<file path="src/rtl/pwm_capture.sv">
// PWM receiver: synchronises pwm_in, measures period and high time between rising
// edges, and reports duty as an integer percent through a serial restoring divider.
module pwm_capture #(
    parameter int CNT_W       = 20,
    parameter int TIMEOUT     = 1000000,
    parameter int SYNC_STAGES = 2
) (
    input  logic             clk,
    input  logic             rst,
    input  logic             pwm_in,
    output logic [6:0]       duty_pct,
    output logic [CNT_W-1:0] period,
    output logic             duty_valid,
    output logic             signal_lost
);

    localparam int NW      = CNT_W + 7;
    localparam int DIV_CYC = NW;
    localparam int STEP_W  = $clog2(DIV_CYC);
    localparam logic [CNT_W-1:0] TIMEOUT_C = CNT_W'(TIMEOUT);
    localparam logic [CNT_W-1:0] CNT_MAX   = '1;

    typedef enum logic [1:0] {IDLE, MEASURE, DIVIDE} state_t;

    logic [SYNC_STAGES-1:0] r_sync;
    logic                   r_s_prev;
    logic [CNT_W-1:0]       r_cnt;
    logic [CNT_W-1:0]       r_hi;
    state_t                 r_state;
    state_t                 w_state_next;
    logic [CNT_W-1:0]       r_div;
    logic [NW-1:0]          r_quot;
    logic [CNT_W-1:0]       r_rem;
    logic [STEP_W-1:0]      r_step;
    logic [6:0]             r_duty;
    logic [CNT_W-1:0]       r_period;
    logic                   r_valid;
    logic                   r_lost;

    logic                   w_s;
    logic                   w_re;
    logic                   w_timeout;
    logic                   w_last;
    logic [NW-1:0]          w_dividend;
    logic [CNT_W:0]         w_rem_sh;
    logic                   w_ge;
    logic [NW-1:0]          w_quot_nx;
    logic [6:0]             w_duty_q;

    assign w_s        = r_sync[SYNC_STAGES-1];
    assign w_re       = w_s & ~r_s_prev;
    assign w_timeout  = (r_cnt == TIMEOUT_C);
    assign w_last     = (r_step == STEP_W'(DIV_CYC - 1));
    assign w_dividend = NW'(r_hi) * NW'(100);

    // One restoring step: shift the next dividend bit into the partial remainder.
    assign w_rem_sh  = {r_rem, r_quot[NW-1]};
    assign w_ge      = (w_rem_sh >= {1'b0, r_div});
    assign w_quot_nx = {r_quot[NW-2:0], w_ge};
    assign w_duty_q  = (w_quot_nx > NW'(100)) ? 7'd100 : w_quot_nx[6:0];

    always_comb begin
        w_state_next = r_state;
        case (r_state)
            IDLE: begin
                if (w_re) w_state_next = MEASURE;
            end
            MEASURE: begin
                if (w_re)           w_state_next = DIVIDE;
                else if (w_timeout) w_state_next = IDLE;
            end
            DIVIDE: begin
                if (w_last) w_state_next = MEASURE;
            end
            default: w_state_next = IDLE;
        endcase
    end

    always_ff @(posedge clk) begin
        if (!rst) begin
            r_state <= IDLE;
        end else begin
            r_state <= w_state_next;
        end
    end

    always_ff @(posedge clk) begin
        if (!rst) begin
            r_sync   <= '0;
            r_s_prev <= 1'b0;
            r_cnt    <= '0;
            r_hi     <= '0;
            r_div    <= '0;
            r_quot   <= '0;
            r_rem    <= '0;
            r_step   <= '0;
            r_duty   <= 7'd0;
            r_period <= '0;
            r_valid  <= 1'b0;
            r_lost   <= 1'b1;
        end else begin
            r_sync   <= {r_sync[SYNC_STAGES-2:0], pwm_in};
            r_s_prev <= w_s;
            r_valid  <= 1'b0;

            // Counters restart on every edge, even mid-division, so the next period is exact.
            if (w_re) begin
                r_cnt <= CNT_W'(1);
                r_hi  <= CNT_W'(1);
            end else begin
                if (r_cnt != TIMEOUT_C) r_cnt <= r_cnt + CNT_W'(1);
                if (w_s && r_hi != CNT_MAX) r_hi <= r_hi + CNT_W'(1);
            end

            case (r_state)
                MEASURE: begin
                    if (w_re) begin
                        r_div  <= r_cnt;
                        r_quot <= w_dividend;
                        r_rem  <= '0;
                        r_step <= '0;
                    end else if (w_timeout) begin
                        r_duty   <= w_s ? 7'd100 : 7'd0;
                        r_period <= '0;
                        r_lost   <= 1'b1;
                        r_valid  <= 1'b1;
                    end
                end
                DIVIDE: begin
                    r_quot <= w_quot_nx;
                    r_rem  <= w_ge ? CNT_W'(w_rem_sh - {1'b0, r_div}) : w_rem_sh[CNT_W-1:0];
                    r_step <= r_step + STEP_W'(1);
                    if (w_last) begin
                        r_duty   <= w_duty_q;
                        r_period <= r_div;
                        r_lost   <= 1'b0;
                        r_valid  <= 1'b1;
                    end
                end
                default: ;
            endcase
        end
    end

    assign duty_pct    = r_duty;
    assign period      = r_period;
    assign duty_valid  = r_valid;
    assign signal_lost = r_lost;

endmodule

</file>
<file path="config.mk">
export PLATFORM = sky130hd
export DESIGN_NAME = pwm_capture
export DESIGN_NICKNAME = d
export VERILOG_FILES = /design/src/rtl/pwm_capture.sv
export SDC_FILE = /design/constraint.sdc
export NUM_CORES = 1
export LEC_CHECK = 0
export CORE_MARGIN = 3
export CORE_UTILIZATION = 53
export CTS_CLUSTER_DIAMETER = 60
export DETAILED_ROUTE_END_ITERATION = 7
export PLACE_DENSITY = 0.81
export SLEW_MARGIN = 15
export SYNTH_ARGS = -nofsm -noshare
export SYNTH_HDL_FRONTEND = slang
export SYNTH_SLANG_ARGS = --single-unit
</file>
<file path="constraint.sdc">
create_clock -name clk -period 5.1 [get_ports clk]
set_clock_uncertainty 0.05 [all_clocks]
set_input_delay 0.765 -clock clk [delete_from_list [all_inputs] [get_ports clk]]
set_output_delay 0.765 -clock clk [all_outputs]
set_load 0.01 [all_outputs]
</file>
# Yosys cells after proc, flatten, opt, wreduce, memory -nomap -nowiden
# Index checks and enable logic that the tools add are counted.
[totals]
regBits = 146
latchBits = 0
mem_bits_rw = 0
rom_bits = 0
inputBits = 3
out_inout_bits = 29
wordCells = 81
mem_count = 0
[op_classes]
addsub = 4
n_mul = 1
div_mod_pow = 0
order_cmp = 2
n_eq_ne = 12
n_shift = 0
mux = 34
bitwise = 3
n_reduce_logical = 10
[ops]
columns = ["op", "n"]
rows = [
  ["$mux W20", 5],
  ["$pmux W20 S2", 2],
  ["$pmux W27 S2", 1],
  ["$add A20 B1 Y20 const B", 2],
  ["$ne A20 B20 Y1 const B", 2],
  ["$mux W7", 5],
  ["$gt A27 B7 Y1 const B", 1],
  ["$mux W27", 1],
  ["$mul A20 B5 Y25 const B", 1],
  ["$ge A21 B20 Y1", 1],
  ["$eq A20 B20 Y1 const B", 1],
  ["$sub A20 B20 Y20", 1],
  ["$pmux W7 S2", 1],
  ["$mux W1", 10],
  ["$ne A2 B2 Y1 const B", 5],
  ["$pmux W5 S2", 1],
  ["$mux W2", 4],
  ["$pmux W2 S3", 1],
  ["$reduce_bool A2 Y1", 3],
  ["$add A5 B1 Y5 const B", 1],
  ["$eq A5 B5 Y1 const B", 1],
  ["$mux W5", 1],
  ["$pmux W1 S2", 2],
  ["$reduce_and A2 Y1", 2],
  ["other kinds (10)", 11],
]

# Depth between registers and ports, before layout
# Gate-level depths: netlist of the first run.
[depth]
depth_word = 5
depth_mapped = 14

# Worst setup path after synthesis of the first run
# Ideal clock, no wire load.
[synth_timing]
path_kind = "register -> register"
from = "reg r_hi[11]"
to = "reg r_quot[26]"
setup_ns = 0.062
arrival_time_ns = 3.333
required_time_ns = 4.988
path_slack_ns = 1.655
path_stages_with_launch = 15
path_buffers = 0
period_less_slack_ns = 3.445
cell_sequence = "dfxtp_1 > ha_1 > ha_1 > inv_1 > fa_1 > inv_1 > ha_1 > a211oi_1 > o21ai_0 > a211oi_1 > o21ai_0 > a31o_2 > a41oi_1 > mux2_2 > nand3_1"
[synth_via]
elab_chain_cells = 3
[synth_lines]
columns = ["item", "line_no", "text"]
rows = [
  ["start, declared", "28", "logic [CNT_W-1:0] r_hi;"],
  ["start signal, assigned", "112", "if (w_s && r_hi != CNT_MAX) r_hi <= r_hi + CNT_W'(1);"],
  ["$mul A20 B5 Y25", "54", "assign w_dividend = NW'(r_hi) * NW'(100);"],
  ["$mux W27", "117", "if (w_re) begin"],
  ["$pmux W27 S2", "115", "case (r_state)"],
  ["end signal, assigned", "119", "r_quot <= w_dividend;"],
  ["end signal, assigned", "130", "r_quot <= w_quot_nx;"],
  ["end, declared", "32", "logic [NW-1:0] r_quot;"],
]
# No other way between the ends. The select of a mux whose other input is x is not followed.
# A chain may end at the register's enable or synchronous reset.

# Worst setup path in the final report of the first run
# Ends and elaborated chain as after synthesis.

==> metrics.txt, run 1 <==
Tmin final=3.91 ns; syn nets=1,180; met3 WL=998 um; chip height=137 um; worst hold path class=flip-flop to flip-flop; Syn Std Cell Area=0.00916 mm2; DR top layer=met4; total negative slack=0 ns; startpoint types=flip-flop; standard-cell row count=47; initial antenna violation count=0; num ports=32; sequential share of the synthesized area=31.9%; WP data required=5.41 ns; Critical Path, Cell by Cell=ha_1, ha_1, inv_1, fa_1, inv_1, ha_1, a211oi_1, o21ai_0, a211oi_1, o21ai_0, a31o_2, a41oi_1, mux2_2, nand3_1; CTS Buf Count=17; Final ANT Viol Nets=0; status=finished, final reports clean; Resized Gates After CTS=0; CTS tree=built; Crit. End Element=flip-flop; Pre-antenna DRT Iters=7; Min Hold Slack=0.380 ns; crit path DAT=4.22 ns; port bufs=31; GR Util All Layers=22.1%; Worst-path clk slew=0.06 ns; WL/cell=15.4 um; Antenna diodes=0; Hold Vio Cnt, Final=0; nets@finish=1,197; Clk Latency, worst-skew pair=0.42 ns; leak pwr=4.36 nW; pwr dens=257 mW/mm2; Final setup viols=0; DRC errors left=0; DPL Wire Length=14,500 um; RSZ-0062 raised after global routing=no; max-slew violation count=0; Post-CTS Hold Buffers=0; maxcap violations=0; Post-synth EDFFs=0; Peak VDD IR=0.258 mV; share of layout cells above drive strength 1=7.02%; Syn. warnings=0; DR iter-0 viols=573; wl on met1=9360 um; post-CTS setup buffers=0; global-route wire length before repair=33,900 um; Vias=7,613; via density per instance=5.78; max incr delay on CP=0.49 ns; top_reg_cell synth=dfxtp_1; Synth Area per Inst=8.58 um2; slowest stage cell, crit path=fa_1; H-tree depth=4; total wire length=20,300 um; Yosys cell types=66; Crit Path Category=flip-flop to flip-flop; Max Fclk=256 MHz; Slew @ Worst Pin=1.01 ns; largest buffer count on any clock path=2; initial core utilization=54.6%; die area=0.0189 mm2; Core ar.=0.0168 mm2; met2 WL=9630 um; vias in the first global route=7,047; width of the die=137 um; CTS Root Cell=clkbuf_16; Synth Instances=1,067; CTS Sinks=146; Slew HR=32.7%; grt total ovfl=0; ys async rst share=0%; crit share post-route=76.6%; synthesized flop and latch total=146; Max Fanout on Critical Path=8; crit-path most repeated cell=ha_1; gpl congestion=0.892; Area Overhead vs Synth=12.3%; pin count of the biggest net entering global routing=42
-- path summary, 6_finish.rpt --
| path | start | to | slack [ns] | cells past startpoint |
|---|---|---|---|---|
| hold / removal | r_sync[0] | r_sync[1] | 0.38 | 1 |
| hold reg to reg | r_sync[0] | r_sync[1] | 0.38 | 1 |
| setup reg to reg | r_hi[11] | r_quot[26] | 1.19 | 14 |
| setup / recovery | r_hi[11] | r_quot[26] | 1.19 | 14 |
-- Yosys cell counts, drive strengths merged, types with 2 or more instances --
library cell / instances / share of area [%]
nand3: 45 / 2.5
o211ai: 4 / 0.33
o221ai: 2 / 0.19
nand2: 136 / 5.6
a22oi: 8 / 0.66
nor4: 7 / 0.64
nand4b: 4 / 0.38
a21boi: 55 / 5.3
a211oi: 12 / 1.0
clkbuf: 33 / 1.6
or4: 3 / 0.29
and2: 12 / 0.82
a222oi: 12 / 1.3
o21ai: 48 / 2.6
nor3: 6 / 0.33
and4: 3 / 0.31
o211a: 4 / 0.44
nand4: 16 / 1.1
mux2i: 13 / 1.4
o31a: 4 / 0.38
a21o: 11 / 0.90
xor2: 29 / 2.8
a32oi: 6 / 0.57
a31o: 3 / 0.29
buf: 8 / 0.53
a31oi: 6 / 0.41
and3: 11 / 0.75
o21a: 11 / 0.90
nor2b: 23 / 1.6
xnor2: 39 / 3.7
o31ai: 7 / 0.68
ha: 94 / 13
o21bai: 7 / 0.57
inv: 103 / 4.2
nor3b: 4 / 0.33
dfxtp: 146 / 32
or2: 3 / 0.20
fa: 16 / 3.5
nor2: 68 / 2.8
a21oi: 25 / 1.4
a22o: 7 / 0.67
-- state kept, by name, summed over array words and instances (netlist names) --
name and flops:
signal_lost 1, r_div 20, r_step 5, r_state 2, r_s_prev 1, r_cnt 20
period 20, duty_pct 7, r_sync 2, r_quot 27, r_rem 20, r_hi 20
duty_valid 1
-- report_power, final --
part,switching (W),internal (W),leakage (nW)
logic,0.0000520,0.0000313,2.86
clock network,0.000477,0.000934,0.327
registers,0.00000744,0.00115,1.18
total,0.000536,0.00211,4.36
-- per-layer routing --
metal  up-vias  global-route usage, %
met1      3636                   29.9
met3        32                   4.13
met4         0                   6.04
met2       205                   36.1
met5         -                      0
li1       3740                      -
-- cell families (layout without fill, tap and decap cells) --
| kind of cell | Yosys count | count (layout) | synth area share [%] |
|---|---|---|---|
| simple gates | 346 | 346 | 18.0 |
| fa+ha+maj | 110 | 110 | 16.3 |
| flops | 146 | 146 | 31.9 |
| mux | 14 | 14 | 1.54 |
| xor+xnor | 68 | 68 | 6.50 |
| compound gates | 239 | 239 | 19.4 |
| buf+inv | 144 | 174 | 6.33 |
-- worst max-delay path, delay by kind of cell, from the launching register on --
| kind | cells | cell delay (ns) |
|---|---|---|
| adder cells (fa/ha/maj) | 4 | 1.40 |
| AO/OA/AOI/OAI | 6 | 1.46 |
| multiplexers | 1 | 0.37 |
| flip-flops | 1 | 0.39 |
| AND/OR/NAND/NOR | 1 | 0.08 |
| buffers and inverters | 2 | 0.09 |
-- area by class of cell --
cell class | instances | area, um2
multi-input cells | 777 | 5670
fillers | 1390 | 6470
inverters | 103 | 387
well taps | 220 | 275
clock inverters | 8 | 171
clock buffers | 24 | 502
repair buffers | 39 | 365
flip-flops and latches | 146 | 2920
-- cells in the final DEF, fill, tap and decap left out, types with 4 or more instances in the layout --
master           count
a22oi_1              8
a21boi_0            35
o21bai_1             7
a211oi_1            11
and2_1              12
a32oi_1              6
o31ai_1              5
buf_4                8
nor2b_1             23
xor2_1              29
clkdlybuf4s50_1     30
clkbuf_8             5
a21o_1              11
nand4_1             16
mux2i_1             13
nand2_1            136
fa_1                16
and3_1              11
o211ai_1             4
nand3_1             45
o21a_1              11
inv_1              102
nor4_1               6
o21ai_0             44
a31oi_1              6
o31a_1               4
bufinv_16            5
o211a_1              4
a222oi_1            12
nand4b_1             4
nor2_1              66
a21oi_1             24
xnor2_1             39
a21boi_2            20
nor3b_1              4
ha_1                94
clkbuf_16           17
dfxtp_1            146
a22o_1               7
nor3_1               6
-- through the flow --
step	setup slack [ns]	cells	cell area [um2]	util, %	total power [W]
after global placement	1.39	1285	9620	57.4	0.00126
after floorplan	1.66	1067	9160	-	0.00124
final	1.19	1317	10300	61.4	0.00265
after CTS	1.19	1317	10300	61.4	0.00266
after global routing	0.982	1317	10300	61.4	0.00272
after detailed placement	1.30	1285	9620	57.4	0.00126
Power figures use the tool's default switching activity.
==> run 2: changes to the inputs <==
Clock period 5.1 ns to 4.1 ns, I/O delays scaled along.
==> run 2 against run 1 <==
  * Via count is 0.14% higher
  * Clock power is 12% higher
  * Sequential power is 24% higher
  * Cell count is 0.23% higher
  * First-iteration DRC count is 8.4% higher
  * Critical endpoint unchanged
  * Worst setup slack lost 0.92 ns
  * Combinational power up 25%
==> metrics.txt, run 2 (synthesis gave the netlist of run 1 again) <==
Max Fclk=261 MHz (was 256 MHz); Min Hold Slack=0.384 ns (was 0.380 ns); CTS Buf Count=17 (unchanged); startpoint types=flip-flop (unchanged); total negative slack=0 ns (unchanged); total wire length=20,300 um (about the same); Final setup viols=0 (unchanged); CTS Root Cell=clkbuf_16 (unchanged); initial antenna violation count=0 (unchanged); grt total ovfl=0 (unchanged); Core ar.=0.0168 mm2 (unchanged); max reg flops=27 (unchanged); GR Util All Layers=22.3% (was 22.1%); slowest stage cell, crit path=fa_1 (unchanged); chip height=137 um (unchanged); Hold Path Origin=r_sync[0] (unchanged); crit share post-route=93.3% (was 76.6%); leak pwr=4.34 nW (was 4.36 nW); RSZ-0062 raised after global routing=no (unchanged); Hold Vio Cnt, Final=0 (unchanged); port bufs=31 (unchanged); R2R Path End=r_quot[26] (unchanged); Reg2Reg Setup Slack=0.28 ns (was 1.19 ns); status=finished, final reports clean (unchanged); Final ANT Viol Nets=0 (unchanged); FF-to-FF Start=r_hi[11] (unchanged); Pre-antenna DRT Iters=8 (was 7); CTS Sinks=146 (unchanged); Clk Latency, worst-skew pair=0.43 ns (was 0.42 ns); DPL Wire Length=14,800 um (was 14,500 um); worst hold path class=flip-flop to flip-flop (unchanged); pwr dens=304 mW/mm2 (was 257 mW/mm2); vias in the first global route=7,107 (was 7,047); pin count of the biggest net entering global routing=51 (was 42); Post-CTS Hold Buffers=0 (unchanged); most common cell after layout, fill and taps aside=dfxtp_1 (unchanged); H-tree depth=4 (unchanged); WP data required=4.42 ns (was 5.41 ns); via density per instance=5.78 (about the same); worst hold path depth=1 (unchanged); worst-case hold path end point=r_sync[1] (unchanged); Final Instance Area=0.0102 mm2 (was 0.0103 mm2); fillers=1,419 (was 1,390); crit-path most repeated cell=ha_1 (unchanged); most frequent cells in the layout=dfxtp_1, nand2_1, inv_1 (unchanged); Vias=7,624 (was 7,613); Slew @ Worst Pin=1.02 ns (was 1.01 ns); largest buffer count on any clock path=2 (unchanged); final core utilization=61.1% (was 61.4%); crit path DAT=4.14 ns (was 4.22 ns); num ports=32 (unchanged); global-route wire length before repair=34,100 um (was 33,900 um); register with the most flip-flops=r_quot (unchanged); Crit. End Element=flip-flop (unchanged); CTS tree=built (unchanged); DRC errors left=0 (unchanged); initial core utilization=54.6% (unchanged); share of layout cells above drive strength 1=7.45% (was 7.02%); maxcap violations=0 (unchanged); Critical Path, Cell by Cell=ha_1, ha_1, inv_1, fa_1, inv_1, ha_1, a211oi_1, o21ai_0, a211oi_2, o21ai_0, a31o_2, a41oi_1, mux2_2, nand3_1 (was ha_1, ha_1, inv_1, fa_1, inv_1, ha_1, a211oi_1, o21ai_0, a211oi_1, o21ai_0, a31o_2, a41oi_1, mux2_2, nand3_1); Area Overhead vs Synth=11.8% (was 12.3%); Max Fanout on Critical Path=8 (unchanged); width of the die=137 um (unchanged); Antenna diodes=0 (unchanged); Peak VDD IR=0.307 mV (was 0.258 mV); placed inst area=0.00964 mm2 (was 0.00962 mm2); die area=0.0189 mm2 (unchanged); Tmin final=3.82 ns (was 3.91 ns); nets@finish=1,200 (was 1,197); Crit Path Category=flip-flop to flip-flop (unchanged); Slew HR=32.1% (was 32.7%); WL/cell=15.4 um (about the same); Worst-path clk slew=0.06 ns (about the same); max incr delay on CP=0.50 ns (was 0.49 ns); DR iter-0 viols=621 (was 573); Pwr Total=0.00312 W (was 0.00265 W); standard-cell row count=47 (unchanged); max-slew violation count=0 (unchanged); gpl congestion=0.895 (was 0.892); R2R depth=14 (unchanged)
-- run 2: cell types whose count changed in the layout (fill, tap and decap cells not counted) --
cell and change:
clkbuf_8 -5, clkinv_2 +4, buf_4 +3, clkinv_4 +3, bufinv_16 -2, a211oi_1 -1
a211oi_2 +1, clkbuf_1 -1, clkinvlp_4 +1
-- run 2: critical path, delay by kind of cell, from the launching register on --
kind	cells	cell delay [ns]
buffers and inverters	2	0.10
DFF	1	0.41
and+or+nand+nor	1	0.07
adders and majority gates	4	1.42
muxes	1	0.35
AOI/OAI and AO/OA	6	1.36
-- run 2: per-layer routing --
layer | global-route usage (%) | vias to the layer above | wire length, um
met5 | 0 | - | 0
met4 | 7.15 | 0 | 373
met3 | 3.32 | 38 | 972
met2 | 36.6 | 206 | 9380
met1 | 30.2 | 3617 | 9570
li1 | - | 3763 | -
-- run 2: worst max path at each step --
stage                   from         end  cells after the start
finish              r_hi[11]  r_quot[26]                     14
CTS                 r_hi[11]  r_quot[26]                     14
global route         r_hi[6]  r_quot[26]                     14
detailed placement  r_hi[11]  r_quot[26]                     14
global placement     r_hi[6]  r_quot[26]                     14
floorplan           r_hi[11]  r_quot[26]                     14
-- run 2: repair_timing --
action	CTS	global route
endpoints found under the hold margin	0	0
setup endpoints to repair	0	1
resized for setup	0	1
buffers inserted	0	0
-- run 2: cell type report --
cell class	count	area (um2)	area share [%]
Multi-Input combinational cell	777	5670	55.4
Inverter	103	387	3.78
Clock inverter	14	165	1.61
Timing Repair Buffer	42	388	3.79
Sequential cell	146	2920	28.6
Tap cell	220	275	2.69
Clock buffer	18	429	4.19
-- run 2: report_power, final --
part | leakage, nW | internal [W] | switching, W | total, W
Sequential | 1.18 | 0.00143 | 0.00000949 | 0.00143
Clock | 0.289 | 0.000954 | 0.000622 | 0.00158
Combinational | 2.87 | 0.0000400 | 0.0000644 | 0.000104
Total | 4.34 | 0.00242 | 0.000696 | 0.00312
-- run 2: metrics by stage --
step / instances / worst slack (ns)
global route: 1320 / 0.0456
CTS: 1320 / 0.266
global placement: 1288 / 0.381
floorplan: 1067 / 0.655
detailed placement: 1288 / 0.340
finish: 1320 / 0.276
==> RTL change (flow settings as in run 1) <==
Make the reset (`rst`) asynchronous in 2 clocked blocks.
--- a/src/rtl/pwm_capture.sv
+++ b/src/rtl/pwm_capture.sv
@@ -77,5 +77,5 @@
     end
 
-    always_ff @(posedge clk) begin
+    always_ff @(posedge clk or negedge rst) begin
         if (!rst) begin
             r_state <= IDLE;
@@ -85,5 +85,5 @@
     end
 
-    always_ff @(posedge clk) begin
+    always_ff @(posedge clk or negedge rst) begin
         if (!rst) begin
             r_sync   <= '0;
Behaviour: no difference found for any inputs over 10 cycles, from zero or initial values and one cycle with rst low; that may be too few to reach the edited logic, so the function may still have changed.
==> RTL change against run 1 <==
  * First-iteration DRC count down 0.52%
  * Routed wire length up 3.3%
  * Sequential cell count unchanged
  * Non-clock buffer count up 3
  * Sequential share of layout area up 6.6 points
  * Final area up 1.5%
  * Worst setup slack worse by 0.096 ns
  * Cell count down 5.3%
  * Area after synthesis up 2.0%
  * Largest cell class unchanged
Power is not compared: it rests on default switching activity, and its combinational part moved more than twofold at a synthesized area within 25%.
==> RTL change: results (changes against run 1) <==
set qor(post_place_cell_area_sq_mm) 0.00986 ;# was 0.00962 sq mm
set qor(timing.critical_path.from) {r_hi[4]$_DFFE_PN0P_} ;# was r_hi[11]$_SDFFE_PP0P_
set qor(layout.clock.cell_area_share_pct) 5.56 ;# was 6.54%
set qor(postSynthAreaPerCell_sq_um) 9.45 ;# was 8.58 sq um
set qor(worst_hold_path.endpoint) {r_sync[1]$_DFF_PN0_} ;# was r_sync[1]$_SDFF_PN0_
set qor(multi_input_gates) 701 ;# was 777
set qor(grt_max_degree) 109 ;# was 42
set qor(critical_path.reg2reg.endpoint) {r_quot[26]$_DFFE_PN0P_} ;# was r_quot[26]$_SDFFE_PN0P_
set qor(track_usage_pct) 22.7 ;# was 22.1%
set qor(signal_buffer_area_fraction_pct) 3.78 ;# was 3.55%
set qor(most_instantiated_cells_after_synthesis) {sky130_fd_sc_hd__dfrtp_1 (145), sky130_fd_sc_hd__inv_1 (105), sky130_fd_sc_hd__ha_1 (94)} ;# was sky130_fd_sc_hd__dfxtp_1 (146), sky130_fd_sc_hd__nand2_1 (136), sky130_fd_sc_hd__inv_1 (102)
set qor(r2r-start) {r_hi[4]$_DFFE_PN0P_} ;# was r_hi[11]$_SDFFE_PP0P_
set qor(run_status) {finished clean} ;# unchanged
set qor(fill_cell_count) 1364 ;# was 1,390
set qor(synth_compound_gate_area_share_pct) 17.1 ;# was 19.4%
set qor(drt_iter0_drcs) 570 ;# was 573
set qor(seqAreaFraction_pct) 35.0 ;# was 28.4%
set qor(ys_seq_area_share_pct) 39.1 ;# was 31.9%
set qor(grt_pass1_vias) 7499 ;# was 7,047
set qor(worst_slew_margin_rel_pct) 31.3 ;# was 32.7%
set qor(multi_input_comb_area_sq_mm) 0.00514 ;# was 0.00567 sq mm
set qor(route.met3.wl_um) 830 ;# was 998 um
set qor(worst_hold_slack_ns) 0.300 ;# was 0.380 ns
set qor(grt_first_pass_wirelength_mm) 36.0 ;# was 33.9 mm
set qor(num-nets-final) 1127 ;# was 1,197
set qor(drt_pre_antenna_iters) 5 ;# was 7
set qor(finish.instance_area_sq_mm) 0.0104 ;# was 0.0103 sq mm
set qor(via_per_inst) 5.85 ;# was 5.78
set qor(gp_congestion) 0.878 ;# was 0.892
set qor(area.growth.synth_to_final_pct) 11.7 ;# was 12.3%
set qor(layout.clock_buffers) 18 ;# was 24
set qor(pre_cts_slack_ns) 1.12 ;# was 1.30 ns
set qor(yosys_most_used_dff) {sky130_fd_sc_hd__dfrtp_1} ;# was sky130_fd_sc_hd__dfxtp_1
set qor(post-place-cells) 1215 ;# was 1,285
set qor(muxShareOfSynthArea_pct) 2.81 ;# was 1.54%
set qor(detail_route.wirelength_mm) 21.0 ;# was 20.3 mm
==> RTL change: cell count changes in the layout (fill, tap and decap cells not counted), moves of 17 or more <==
| cell | run 1 | this run |
|---|---|---|
| sky130_fd_sc_hd__nand2_1 | 136 | 71 |
| sky130_fd_sc_hd__nor2b_1 | 23 | 5 |
| sky130_fd_sc_hd__dfxtp_1 | 146 | 0 |
| sky130_fd_sc_hd__a22o_1 | 7 | 25 |
| sky130_fd_sc_hd__dfrtp_1 | 0 | 145 |
| sky130_fd_sc_hd__mux2_2 | 1 | 18 |
| sky130_fd_sc_hd__a21boi_2 | 20 | 0 |
| sky130_fd_sc_hd__a21oi_1 | 24 | 54 |
| sky130_fd_sc_hd__o22ai_1 | 0 | 33 |
| sky130_fd_sc_hd__a21boi_0 | 35 | 3 |
==> RTL change: layer usage <==
metal	global-route usage (%)	vias up
met4	9.27	0
met2	38.1	171
li1	-	3541
met5	0	-
met3	5.45	53
met1	28.2	3525
